**src/rtl/serial_tx_feeder_pkg.sv**
```systemverilog
// Shared definitions for the serial transmit feeder: FSM encoding, FIFO sizing
// defaults and the DONE resynchroniser length.
package serial_tx_feeder_pkg;

    typedef enum logic [1:0] {
        ST_IDLE = 2'd0,
        ST_REQ  = 2'd1,
        ST_ACK  = 2'd2
    } tx_state_t;

    localparam int DEFAULT_DEPTH = 16;
    localparam int DEFAULT_AW    = 4;
    localparam int SYNC_STAGES   = 2;

endpackage

```
**src/rtl/serial_tx_feeder_byte_fifo.sv**
```systemverilog
// Synchronous byte FIFO with registered read data and registered full/empty/count.
// Read data appears on dout after the edge that pops it (not first-word-fall-through).
module byte_fifo #(
    parameter int DEPTH = 16,
    parameter int AW    = 4
) (
    input  logic          clk,
    input  logic          rst,
    input  logic          push,
    input  logic [7:0]    din,
    input  logic          pop,
    output logic [7:0]    dout,
    output logic          full,
    output logic          empty,
    output logic [AW:0]   count
);

    localparam logic [AW:0] FULL_LVL = (AW+1)'(DEPTH);

    logic [7:0]    mem [DEPTH];
    logic [AW-1:0] wr_ptr;
    logic [AW-1:0] rd_ptr;
    logic          do_push;
    logic          do_pop;
    logic [AW:0]   count_next;

    assign do_push = push && !full;
    assign do_pop  = pop && !empty;

    always_comb begin
        count_next = count;
        case ({do_push, do_pop})
            2'b10:   count_next = count + (AW+1)'(1);
            2'b01:   count_next = count - (AW+1)'(1);
            default: count_next = count;
        endcase
    end

    always_ff @(posedge clk) begin
        if (do_push) begin
            mem[wr_ptr] <= din;
        end
    end

    // Pointers are AW bits wide, so wrapping modulo DEPTH is implicit.
    always_ff @(posedge clk or posedge rst) begin
        if (rst) begin
            wr_ptr <= '0;
            rd_ptr <= '0;
            dout   <= 8'h00;
            count  <= '0;
            full   <= 1'b0;
            empty  <= 1'b1;
        end else begin
            if (do_push) begin
                wr_ptr <= wr_ptr + AW'(1);
            end
            if (do_pop) begin
                rd_ptr <= rd_ptr + AW'(1);
                dout   <= mem[rd_ptr];
            end
            count <= count_next;
            full  <= (count_next == FULL_LVL);
            empty <= (count_next == '0);
        end
    end

endmodule

```
**src/rtl/serial_tx_feeder.sv**
```systemverilog
// Byte queue feeding the UART transmitter over a four-phase SEND/DONE handshake,
// with DONE resynchronised into the system clock domain.
module serial_tx_feeder
    import serial_tx_feeder_pkg::*;
#(
    parameter int DEPTH = DEFAULT_DEPTH,
    parameter int AW    = DEFAULT_AW
) (
    input  logic          CLK,
    input  logic          RST,
    input  logic          WR_EN,
    input  logic [7:0]    WR_DATA,
    output logic          FULL,
    output logic          EMPTY,
    output logic [AW:0]   COUNT,
    output logic          OVERFLOW,
    output logic          BUSY,
    output logic          SEND,
    output logic [7:0]    DATA,
    input  logic          DONE
);

    // Handshake: SEND rises with DATA valid and held; the transmitter takes the
    // byte by dropping DONE, SEND then falls; DONE returning high means the byte
    // has been shifted out and a new SEND may follow.

    logic [SYNC_STAGES-1:0] done_sync;
    logic                   done_s;
    tx_state_t              state;
    tx_state_t              next_state;
    logic                   push;
    logic                   pop;

    always_ff @(posedge CLK or posedge RST) begin
        if (RST) begin
            done_sync <= '1;
        end else begin
            done_sync <= {done_sync[SYNC_STAGES-2:0], DONE};
        end
    end

    assign done_s = done_sync[SYNC_STAGES-1];

    // FULL is the registered flag, so a write in the full state is always dropped.
    assign push = WR_EN && !FULL;

    byte_fifo #(
        .DEPTH (DEPTH),
        .AW    (AW)
    ) u_fifo (
        .clk   (CLK),
        .rst   (RST),
        .push  (push),
        .din   (WR_DATA),
        .pop   (pop),
        .dout  (DATA),
        .full  (FULL),
        .empty (EMPTY),
        .count (COUNT)
    );

    always_ff @(posedge CLK or posedge RST) begin
        if (RST) begin
            OVERFLOW <= 1'b0;
        end else begin
            OVERFLOW <= WR_EN && FULL;
        end
    end

    always_ff @(posedge CLK or posedge RST) begin
        if (RST) begin
            state <= ST_IDLE;
        end else begin
            state <= next_state;
        end
    end

    always_comb begin
        next_state = state;
        case (state)
            ST_IDLE: if (!EMPTY && done_s) next_state = ST_REQ;
            ST_REQ:  if (!done_s)          next_state = ST_ACK;
            ST_ACK:  if (done_s)           next_state = ST_IDLE;
            default:                       next_state = ST_IDLE;
        endcase
    end

    // SEND decodes straight from the state register so reset clears it at once.
    always_comb begin
        pop  = 1'b0;
        SEND = 1'b0;
        BUSY = 1'b0;
        case (state)
            ST_IDLE: pop = !EMPTY && done_s;
            ST_REQ: begin
                SEND = 1'b1;
                BUSY = 1'b1;
            end
            ST_ACK:  BUSY = 1'b1;
            default: BUSY = 1'b1;
        endcase
    end

endmodule

```
**config.mk**
```make
export PLATFORM = sky130hd
export DESIGN_NAME = serial_tx_feeder
export DESIGN_NICKNAME = d
export VERILOG_FILES = /design/src/rtl/serial_tx_feeder_pkg.sv /design/src/rtl/serial_tx_feeder_byte_fifo.sv /design/src/rtl/serial_tx_feeder.sv
export SDC_FILE = /design/constraint.sdc
export NUM_CORES = 1
export LEC_CHECK = 0
export BUFFER_PORTS_ARGS = -buffer_cell sky130_fd_sc_hd__buf_2
export CORE_MARGIN = 2
export CORE_UTILIZATION = 40
export DETAILED_ROUTE_END_ITERATION = 7
export PLACE_DENSITY = 0.63
export SETUP_SLACK_MARGIN = 0.2
export SLEW_MARGIN = 20
export SYNTH_ARGS = -nofsm -noshare
export SYNTH_HDL_FRONTEND = slang
export SYNTH_SLANG_ARGS = --single-unit
```
**constraint.sdc**
```tcl
create_clock -name CLK -period 3.03 [get_ports CLK]
set_input_delay 0.303 -clock CLK [delete_from_list [all_inputs] [get_ports CLK]]
set_output_delay 0.303 -clock CLK [all_outputs]
set_load 0.02 [all_outputs]
```
==> results.json <==
{
  "fin_crit_ns": 2.74,
  "final_common_cell": "edfxtp_1",
  "dp_hpwl_um": 7690,
  "grt_max_degree": 29,
  "track_usage_pct": 15.1,
  "maxSlewHeadroom_pct": 59.3,
  "final_cell_mix": "edfxtp_1 (128), mux4_2 (40), nand2_1 (33)",
  "clockRootBuffer": "clkbuf_16",
  "leakage_nw": 2.59,
  "layout_setup_ws_ns": 0.290,
  "synth_top_area_cell": "edfxtp_1",
  "place_congestion": 0.713,
  "postPlaceCellArea_um2": 6740,
  "finalHoldViolCount": 0,
  "synthArstFlopShare_pct": 17.9,
  "worstPathMaxFanout": 5,
  "area_growth_pct": 16.8,
  "hold_ws_ns": 0.115,
  "dr.pass1.iters": 5,
  "status": "completed",
  "syn_area_um2": 6330,
  "cts_tree": "done",
  "post-place-ws_ns": 0.158,
  "clock-skew-final_ns": 0.00710,
  "core_um2": 15300,
  "crit_chain": "or4b_4, clkinv_8, nand2_2, xnor2_1, ha_1, a21oi_1, nor3_1, o311ai_0, o21bai_1, and4bb_1",
  "hp-start": "WR_EN",
  "clk_pin_slew_ns": 0.06,
  "worst_ep_arrival_time_ns": 3.10,
  "yosys_warnings": 0,
  "synth-edff-count": 128,
  "wl_per_cell_um": 18.9,
  "rsz0062_at_grt": "true",
  "worst_setup_path_start_kind": "register",
  "hold_class": "primary input to register",
  "stdcell_count": 600,
  "fin_crit_sh_pct": 90.4,
  "internal_power_w": 0.00505,
  "antenna_found_initial": 0,
  "postCtsSetupRepairBufs": 0,
  "slowest_delay_ns": 0.53,
  "overflow": 0,
  "synthFlopType": "edfxtp_1",
  "p_per_area_nw_per_um2": 967,
  "io_buffer_count": 29,
  "vdd_drop_max_v": 0.000469,
  "insertion_delay_ns": 0.42,
  "finalSetupTns_ns": 0,
  "dp.cells": 566,
  "io_pins": 30,
  "ys_seq_elements": 156,
  "synth_area_leaders": "edfxtp_1 (61%), mux4_2 (14%), dfrtp_1 (9.9%)",
  "dieArea_um2": 16900,
  "nets": 396,
  "clockPowerShare_pct": 31.0,
  "reg2reg_slack_ns": 0.29,
  "n_antenna_cell": 0,
  "timing.rr.end": "u_fifo.empty",
  "htreeDepth": 4,
  "synth_top_area_share_pct": 60.7,
  "r2r_start": "done_sync[1]",
  "drt-total-wl_um": 11300,
  "vias": 3068,
  "worst-r2r-cell-count": 10,
  "syn_avg_cell_area_um2": 18.8,
  "design_area_um2": 7400,
  "setup_violations": 0,
  "start_util_pct": 41.3,
  "fmax_ghz": 0.365,
  "cap_violations": 0,
  "tightest_slew_ns": 0.611,
  "clock_path_buffers": 2,
  "die_h_um": 130,
  "nFillCells": 1312,
  "synth.yosys.seq_area_share_pct": 71.8,
  "final_antenna_net_count": 0,
  "crit_required_ns": 3.39,
  "crit_type": "register to register",
  "drive_gt1_share_pct": 31.6,
  "avgViaCountPerCell": 5.11,
  "drt_iter0_markers": 243,
  "drc": 0,
  "critPathSlowestCell": "dfstp_2",
  "synth_cells": 337,
  "grt_pass1_wl_um": 18400,
  "worstHoldEndpoint": "OVERFLOW",
  "num_rows": 45,
  "pwr-share-seq_pct": 41.1,
  "power_frac_comb_pct": 27.9,
  "syn_nets": 357,
  "switching_share_pct": 29.4,
  "fp.dieW_um": 130,
  "cts.sinks": 156,
  "cp-end-kind": "register",
  "maxSlewViolCount": 0,
  "synth_cell_types": 42,
  "p_switching_w": 0.00210,
  "grt_pass1_vias": 3308,
  "cts-buffers-inserted": 17,
  "worstHoldPathCells": 2
}
==> timing repair <==
action,in CTS,in global routing
cloned,0,0
resized for setup,2,2
setup endpoints to repair,1,2
hold buffers,1,1
endpoints found under the hold margin,1,13
==> cells in the mapped netlist, types with 3 or more instances <==
cell      instances
edfxtp_1        128
mux4_2           40
nand2_1          34
dfrtp_1          25
and2_1           17
clkbuf_1         10
xnor2_1           9
ha_1              8
inv_1             5
nor2_1            5
a21oi_1           4
buf_1             4
nor2b_1           4
nor3b_1           4
a21o_1            3
buf_2             3
dfstp_2           3
nand4_1           3
nor3_1            3
o211ai_1          3
==> sequential cells by signal, indices dropped and copies added, names as in the netlist <==
signal / flops
u_fifo.mem: 128
u_fifo.dout: 8
u_fifo.count: 5
u_fifo.rd_ptr: 4
u_fifo.wr_ptr: 4
done_sync: 2
state: 2
OVERFLOW: 1
u_fifo.empty: 1
u_fifo.full: 1
==> power by group through the flow <==
stage	logic [W]	clock network [W]	registers, W
after global placement	0.00196	0	0.00297
after CTS	0.00202	0.00227	0.00295
after global routing	0.00216	0.00236	0.00300
after detailed placement	0.00200	0	0.00299
after floorplan	0.00146	0	0.00293
final	0.00199	0.00222	0.00294
==> critical path, delay by kind of cell, from the launching register on <==
kind | cells | cell delay [ns]
DFF | 1 | 0.53
adders and majority gates | 1 | 0.23
xor gates and xnor gates | 1 | 0.14
and+or+nand+nor | 4 | 0.99
buffers and inverters | 1 | 0.06
AOI/OAI and AO/OA | 3 | 0.73
==> stage by stage <==
step,utilization [%],total power (W)
5_1_grt,48.3,0.00752
6_report,48.3,0.00715
4_1_cts,48.2,0.00724
2_1_floorplan,-,0.00439
3_3_place_gp,44.0,0.00493
3_5_place_dp,44.0,0.00499
==> final cells by class <==
type	count	area, um2	area share, %
Clock inverter	12	186	2.52
Inverter	7	38.8	0.524
Clock buffer	20	437	5.90
Timing Repair Buffer	38	243	3.28
Sequential cell	156	4550	61.5
Multi-Input combinational cell	156	1680	22.7
Tap cell	211	264	3.57
==> worst max-delay path by stage <==
stage	from	end
6_report	done_sync[1]	u_fifo.empty
3_3_place_gp	done_sync[1]	u_fifo.full
2_1_floorplan	done_sync[1]	u_fifo.full
5_1_grt	done_sync[1]	u_fifo.full
4_1_cts	done_sync[1]	u_fifo.empty
3_5_place_dp	done_sync[1]	u_fifo.empty
==> logic make-up after synthesis <==
family,synth area share (%)
buffers and inverters,1.86
flip-flops,71.8
multiplexers,14.4
adder cells (fa/ha/maj),1.58
AO/OA/AOI/OAI,2.51
XOR/XNOR,1.38
AND/OR/NAND/NOR,6.42
==> routing by layer <==
layer / vias up / part of all wire, % / global-route usage [%]
li1: 1398 / - / -
met1: 1572 / 45 / 20.7
met2: 78 / 49 / 23.6
met3: 20 / 4.4 / 3.65
met4: 0 / 1.8 / 5.95
met5: - / 0 / 0
(Power assumes the default switching activity.)
